===== src/rtl/calc_pkg.sv =====
// Shared definitions for the dot-product job sequencer: default widths,
// FSM state encoding and the sequencer's own load-register depth.
package calc_pkg;

  localparam int DATA_W_DEF  = 128;
  localparam int SUM_W_DEF   = 20;
  localparam int LOAD_STAGES = 1;

  typedef enum logic [1:0] {
    IDLE  = 2'd0,
    FEED  = 2'd1,
    DRAIN = 2'd2,
    DONE  = 2'd3
  } state_t;

endpackage


===== src/rtl/calc_tag_pipe.sv =====
// LAT-stage valid shift register: marks which datapath output cycles
// carry a sum belonging to a live beat.
module calc_tag_pipe #(
  parameter int LAT = 2
) (
  input  logic clk,
  input  logic rst,
  input  logic in_valid,
  output logic out_valid
);

  logic stage_reg [LAT];

  generate
    for (genvar gi = 0; gi < LAT; gi++) begin : g_stage
      if (gi == 0) begin : g_first
        always_ff @(posedge clk or posedge rst) begin
          if (rst) stage_reg[gi] <= 1'b0;
          else     stage_reg[gi] <= in_valid;
        end
      end else begin : g_next
        always_ff @(posedge clk or posedge rst) begin
          if (rst) stage_reg[gi] <= 1'b0;
          else     stage_reg[gi] <= stage_reg[gi-1];
        end
      end
    end
  endgenerate

  assign out_valid = stage_reg[LAT-1];

endmodule


===== src/rtl/calc_sequencer.sv =====
// Job controller for the sliced dot-product datapath: feeds N operand pairs,
// accumulates the N returned per-beat sums and hands out one wide result.
module calc_sequencer
  import calc_pkg::*;
#(
  parameter int DATA_W   = DATA_W_DEF,
  parameter int SUM_W    = SUM_W_DEF,
  parameter int CALC_LAT = 2,
  parameter int CNT_W    = 8,
  parameter int ACC_W    = 28
) (
  input  logic              clk,
  input  logic              rst,
  input  logic              start,
  input  logic [CNT_W-1:0]  num_beats,
  output logic              busy,
  input  logic              op_valid,
  output logic              op_ready,
  input  logic [DATA_W-1:0] op_a,
  input  logic [DATA_W-1:0] op_b,
  output logic [DATA_W-1:0] calc_a,
  output logic [DATA_W-1:0] calc_b,
  output logic              calc_load,
  input  logic [SUM_W-1:0]  calc_sum,
  output logic              res_valid,
  input  logic              res_ready,
  output logic [ACC_W-1:0]  res_data
);

  // A full-length job of maximal sums must fit without wrapping.
  if (ACC_W < SUM_W + CNT_W) begin : g_acc_w_check
    $error("calc_sequencer: ACC_W must be >= SUM_W + CNT_W");
  end
  if (CALC_LAT < LOAD_STAGES) begin : g_lat_check
    $error("calc_sequencer: CALC_LAT must be >= 1");
  end

  state_t            state_reg, state_next;
  logic [CNT_W-1:0]  beats_reg, beats_next;
  logic [CNT_W-1:0]  issued_reg, issued_next;
  logic [CNT_W-1:0]  returned_reg, returned_next;
  logic [ACC_W-1:0]  acc_reg, acc_next;
  logic [DATA_W-1:0] calc_a_reg, calc_a_next;
  logic [DATA_W-1:0] calc_b_reg, calc_b_next;
  logic              calc_load_reg, calc_load_next;
  logic              tag_out;
  logic              accept;
  logic              beat_return;

  calc_tag_pipe #(
    .LAT (CALC_LAT)
  ) u_tag_pipe (
    .clk       (clk),
    .rst       (rst),
    .in_valid  (calc_load_reg),
    .out_valid (tag_out)
  );

  assign op_ready    = (state_reg == FEED) && (issued_reg < beats_reg);
  assign accept      = op_valid && op_ready;
  // Tags outside FEED/DRAIN can only be stale and are never accumulated.
  assign beat_return = tag_out && ((state_reg == FEED) || (state_reg == DRAIN));

  always_ff @(posedge clk or posedge rst) begin
    if (rst) begin
      state_reg     <= IDLE;
      beats_reg     <= '0;
      issued_reg    <= '0;
      returned_reg  <= '0;
      acc_reg       <= '0;
      calc_a_reg    <= '0;
      calc_b_reg    <= '0;
      calc_load_reg <= 1'b0;
    end else begin
      state_reg     <= state_next;
      beats_reg     <= beats_next;
      issued_reg    <= issued_next;
      returned_reg  <= returned_next;
      acc_reg       <= acc_next;
      calc_a_reg    <= calc_a_next;
      calc_b_reg    <= calc_b_next;
      calc_load_reg <= calc_load_next;
    end
  end

  always_comb begin
    state_next     = state_reg;
    beats_next     = beats_reg;
    issued_next    = issued_reg;
    returned_next  = returned_reg;
    acc_next       = acc_reg;
    calc_a_next    = calc_a_reg;
    calc_b_next    = calc_b_reg;
    calc_load_next = 1'b0;

    case (state_reg)
      IDLE: begin
        if (start) begin
          beats_next    = num_beats;
          acc_next      = '0;
          issued_next   = '0;
          returned_next = '0;
          state_next    = (num_beats == '0) ? DONE : FEED;
        end
      end
      FEED: begin
        if (accept) begin
          calc_a_next    = op_a;
          calc_b_next    = op_b;
          calc_load_next = 1'b1;
          issued_next    = issued_reg + CNT_W'(1);
          if (issued_reg + CNT_W'(1) == beats_reg) state_next = DRAIN;
        end
      end
      DRAIN: begin
      end
      DONE: begin
        if (res_ready) state_next = IDLE;
      end
      default: state_next = IDLE;
    endcase

    // The final return closes the job whether it lands in FEED or DRAIN.
    if (beat_return) begin
      acc_next      = acc_reg + ACC_W'(calc_sum);
      returned_next = returned_reg + CNT_W'(1);
      if (returned_reg + CNT_W'(1) == beats_reg) state_next = DONE;
    end
  end

  assign busy      = (state_reg != IDLE);
  assign res_valid = (state_reg == DONE);
  assign res_data  = acc_reg;
  assign calc_a    = calc_a_reg;
  assign calc_b    = calc_b_reg;
  assign calc_load = calc_load_reg;

endmodule


===== config.mk =====
export PLATFORM = sky130hd
export DESIGN_NAME = calc_sequencer
export DESIGN_NICKNAME = d
export VERILOG_FILES = /design/src/rtl/calc_pkg.sv /design/src/rtl/calc_tag_pipe.sv /design/src/rtl/calc_sequencer.sv
export SDC_FILE = /design/constraint.sdc
export NUM_CORES = 1
export LEC_CHECK = 0
export ABC_AREA = 0
export CORE_AREA = 4 4 219 221
export DETAILED_ROUTE_END_ITERATION = 10
export DIE_AREA = 0 0 223 225
export GPL_TIMING_DRIVEN = 0
export PLACE_DENSITY = 0.6
export SLEW_MARGIN = 20
export SYNTH_ARGS = -nofsm -noshare
export SYNTH_HDL_FRONTEND = slang
export SYNTH_SLANG_ARGS = --single-unit

===== constraint.sdc =====
create_clock -name clk -period 12.3 [get_ports clk]
set_input_delay 1.845 -clock clk [delete_from_list [all_inputs] [get_ports clk]]
set_output_delay 1.845 -clock clk [all_outputs]
set_load 0.05 [all_outputs]

* After elaboration in Yosys (flattened, before gate mapping)
Cells that the tools add are included.
Storage, ports and cells: flip-flop bits (word level) 313, input bits 289, output and inout bits 288
Cells by class: $add $sub $neg 3, $lt $le $gt $ge 1, eq/ne operators 7, mux-type cells 18, reduce and logical (&&, ||, !) cells 14
Operators with widths (number):
- 28-bit two-way mux | 3
- 8-bit two-way mux | 4
- 28-bit by 20-bit adder with 28-bit output | 1
- 8-bit by 1-bit adder with 8-bit output, second input constant | 2
- 8-bit == test | 2
- 8-bit one-hot mux with 2 select lines | 1
- 2-bit two-way mux | 7
- 8-bit zero test | 1
- 8-bit less-than comparator | 1
- 2-bit nonzero test | 4
- 2-bit one-hot mux with 3 select lines | 1
- 2-bit AND reduction | 3
- 2-bit == test, second input constant | 2
- 2-bit inequality test, second input constant | 2
- 1-bit logical AND | 3
- 3-bit AND reduction | 1
- 2-bit by 1-bit == test with 1-bit output, second input constant | 1
- 2-bit zero test | 1
- 1-bit two-way mux | 2
- 1-bit logical OR | 1

* Depth between registers and ports, before layout
depth after elaboration 7, gate-level depth with buffers 12, mapped depth without buffers 10

* By module
From an unflattened synthesis, not the netlist that was laid out.
Second synthesis, totals: cells, all modules 1552, area total of the unflattened synthesis 13763.2 um^2
By module, submodules not included:
- calc_sequencer | times used 1, cells an instance 1549, area each 13709.4 um^2, seq. area each 7782.5 um^2
- calc_tag_pipe | times used 1, cells an instance 3, area each 53.8 um^2, seq. area each 50.0 um^2

* Worst setup path before layout
OpenSTA, ideal clock, no wires.
kind input -> register, start in calc_sum[0], end reg acc_reg[12] (netlist: res_data[12]), setup time 0.130 ns, data arrival time 3.815 ns, data required time 12.170 ns, path slack 8.355 ns, cell stages on the path 9, buffers on the path 0, cells stage by stage ha_1 > fa_1 > a21o_1 > and4_1 > o211a_1 > or3_1 > a31oi_1 > xor2_1 > o21ai_1
On the way: longest elaborated chain between the ends 2
Ends and longest elaborated chain:
- start, declared | line calc_sequencer.sv:24 | input logic [SUM_W-1:0] calc_sum,
- 28-bit by 20-bit adder with 28-bit output | line calc_sequencer.sv:125 | acc_next = acc_reg + ACC_W'(calc_sum);
- 28-bit two-way mux | line calc_sequencer.sv:124 | if (beat_return) begin
- end signal, assigned | line calc_sequencer.sv:79 | acc_reg <= acc_next;
- end, declared | line calc_sequencer.sv:42 | logic [ACC_W-1:0] acc_reg, acc_next;
No other way between the ends. A chain may end at the register's enable or synchronous reset.

* Worst setup path in the final report
start reg beats_reg[2], end out op_ready
On the way: longest elaborated chain between the ends 2
Ends and longest elaborated chain:
- start, declared | line calc_sequencer.sv:39 | logic [CNT_W-1:0] beats_reg, beats_next;
- start signal, assigned | line calc_sequencer.sv:76 | beats_reg <= beats_next;
- 8-bit less-than comparator | line calc_sequencer.sv:59 | assign op_ready = (state_reg == FEED) && (issued_reg < beats_reg);
- 1-bit logical AND | line calc_sequencer.sv:59
- end, declared | line calc_sequencer.sv:18 | output logic op_ready,
No other way between the ends.

==> reports/qor.yml <==
synth:
  synthCells: 1567
  synth_seq_cells: 313
  synth.area.top_cells: "dfrtp_1 57%, nand2_1 23%, ha_1 3.1%"
  yosysMostFrequentCell: "nand2_1"
  synth-main-ff-cell: "dfrtp_1"
  netlist_top_cells_count: "828 x nand2_1, 313 x dfrtp_1, 47 x clkbuf_1"
  synth_seq_area_share: 0.569
  yosys.area.top_type: "dfrtp_1"
  synth_edf_count: 0
  synth_nets: 1891
  synth.distinct_cells: 66
  synth_top_area_frac: 0.569
  avgSynthCellArea_um2: 8.79
  synthArstFlopShare: 1.00
  yosysWarnings: 0
  syn_area_mm2: 0.0138
grt:
  grt_busiest_layer: "met2"
  gr-usage-met2: 0.364
  grt_use_total: 0.209
  grt_max_degree: 99
  grt.met3_usage: 0.0625
  grt_antenna_before_repair: 4
  grt_pass1_vias: 13400
  grt_pass1_wl_mm: 81.7
  gr-usage-met1: 0.253
  grt_overflow: 0
floorplan:
  dieArea_mm2: 0.0502
  die_w_um: 223
  start_util: 0.298
  pin_count: 577
  die_h_um: 225
  rows: 79
  core_area_mm2: 0.0462
setup_path:
  cp_max_fo: 4
  criticalPathCategory: "flip-flop to primary output"
  worstPathArrival_ns: 2.97
  critPathCaptureType: "primary output"
  r2r_setup_slack_ns: 9.02
  crit_chain: "inv_1 -> ha_1 -> o21ai_1 -> a21oi_1 -> o31ai_1 -> and3_1 -> clkdlybuf4s50_1"
  cpLargestDelayFamily: "buffers and inverters"
  max_stage_delay_ns: 0.84
  cp_slowest_cell: "clkdlybuf4s50_1"
  cp_data_required_time_ns: 10.45
  worst_setup_path_start_kind: "flip-flop"
  crit_buf_inv: 2
sta:
  slew_viol_final: 0
  final.min_clock_period_ns: 4.81
  hold_violations: 0
  fin_crit_sh: 0.391
  rsz0062_at_grt: "false"
  skew_ns: 0.0150
  final-setup-viol-count: 0
  fmax_mhz: 208
  slew_headroom: 0.458
  holdWs_ns: 0.368
  worst_pin_slew_ns: 0.811
power_and_ir_drop:
  ir_drop_uv: 271
  powerDensity_mw_per_mm2: 320
  power_mw: 6.99
  p_leak_nw: 10.4
route:
  drtPass1Iterations: 5
  via_count: 13100
  drtIter0Drc: 754
  drcViolationCount: 0
  viasPerCell: 4.63
  ant_nets: 0
  routedWlPerCell_um: 19.3
  wirelength_mm: 54.7
clock_tree:
  cts_buffer_depth: 3
  cts-hold-fix-buffers: 0
  path_clk_slew_ns: 0.06
  cts_buffers: 40
  cts_root_buf: "clkbuf_16"
  cts_sinks: 313
  postCtsSetupBuffers: 0
  h-tree-depth: 2
  cts_resized: 0
  cts_tree: "done"
  clk_latency_ns: 0.55
min_path:
  min_path_type: "flip-flop to flip-flop"
outcome:
  status: "finished, final reports clean"
place:
  dp_hpwl_mm: 42.4
  io_buffers: 576
  dpl_cell_area_mm2: 0.0204
  gp_congestion: 0.879
final_layout:
  finalInstanceArea_mm2: 0.0218
  drive_above_1_share: 0.0478
  multi_input_area_mm2: 0.00556
  synthToLayoutAreaGrowth_pct: 58.5
  nets: 2512
  register_area_mm2: 0.00783
  fillerInstances: 4453
job:
  drv_cap: 0
## worst paths after layout
path,start,endpoint,depth (start not counted)
worst max-delay path,beats_reg[2],op_ready,7
worst min-delay path,u_tag_pipe.stage_reg[1],u_tag_pipe.out_valid,0
worst max register to register,beats_reg[5],calc_a[41],11
worst min register to register,u_tag_pipe.stage_reg[1],u_tag_pipe.out_valid,0
max in group asynchronous,rst,calc_a[80],4
min in group asynchronous,rst,calc_a[49],2
## cell type report
type	count	share of cell area
Antenna cell	4	0.000459
Buffer	76	0.0146
Clock buffer	57	0.0539
Clock inverter	14	0.0116
Inverter	17	0.00327
Multi-Input combinational cell	1161	0.255
Sequential cell	313	0.359
Tap cell	607	0.0348
Timing Repair Buffer	579	0.268
## layout by cell type, fill, tap and decap left out, types with 7 or more instances in the layout
cell             count
and3_1              12
ha_1                34
dfrtp_1            313
buf_2               27
nand4_1              8
bufinv_16            7
clkbuf_1            54
clkdlybuf4s50_1    576
clkbuf_16           41
nor2_1              23
nand3_1             17
nand2_1            828
o211ai_1            14
o21ai_0             44
nor3_1               7
a21o_1              14
clkbuf_8             9
o21ai_1              7
xor2_1              22
inv_1               14
a21oi_1             23
xnor2_1             17
## logic make-up after synthesis
kind of cell	after synthesis	share of synthesized area
buffers and inverters	93	0.0278
AO/OA/AOI/OAI	157	0.0779
XOR/XNOR	39	0.0248
flip-flops	313	0.569
adder cells (fa/ha/maj)	35	0.0323
AND/OR/NAND/NOR	926	0.265
multiplexers	4	0.00309
## routing by layer
metal / vias up / routed length (µm) / share of wire
li1: 6291 / - / -
met1: 6325 / 21800 / 0.40
met5: - / 0 / 0
met4: 0 / 1340 / 0.024
met2: 422 / 27500 / 0.50
met3: 65 / 4100 / 0.075
## where the power goes
group	leakage (nW)	internal, mW	switching [mW]
clock	0.697	0.811	0.471
combinational	5.80	1.22	2.71
sequential	3.94	1.49	0.289
total	10.4	3.53	3.47
## stage by stage
stage / setup WS [ns] / util / instances / TNS (ns)
floorplan: 1.80 / - / 1567 / 0
global placement: -2.88 / 0.440 / 2750 / -888.63
detailed placement: 7.70 / 0.442 / 2753 / 0
CTS: 7.45 / 0.473 / 2824 / 0
global route: 7.35 / 0.473 / 2827 / 0
finish: 7.49 / 0.473 / 2828 / 0
Note: power is estimated with default switching activity, not from simulation.
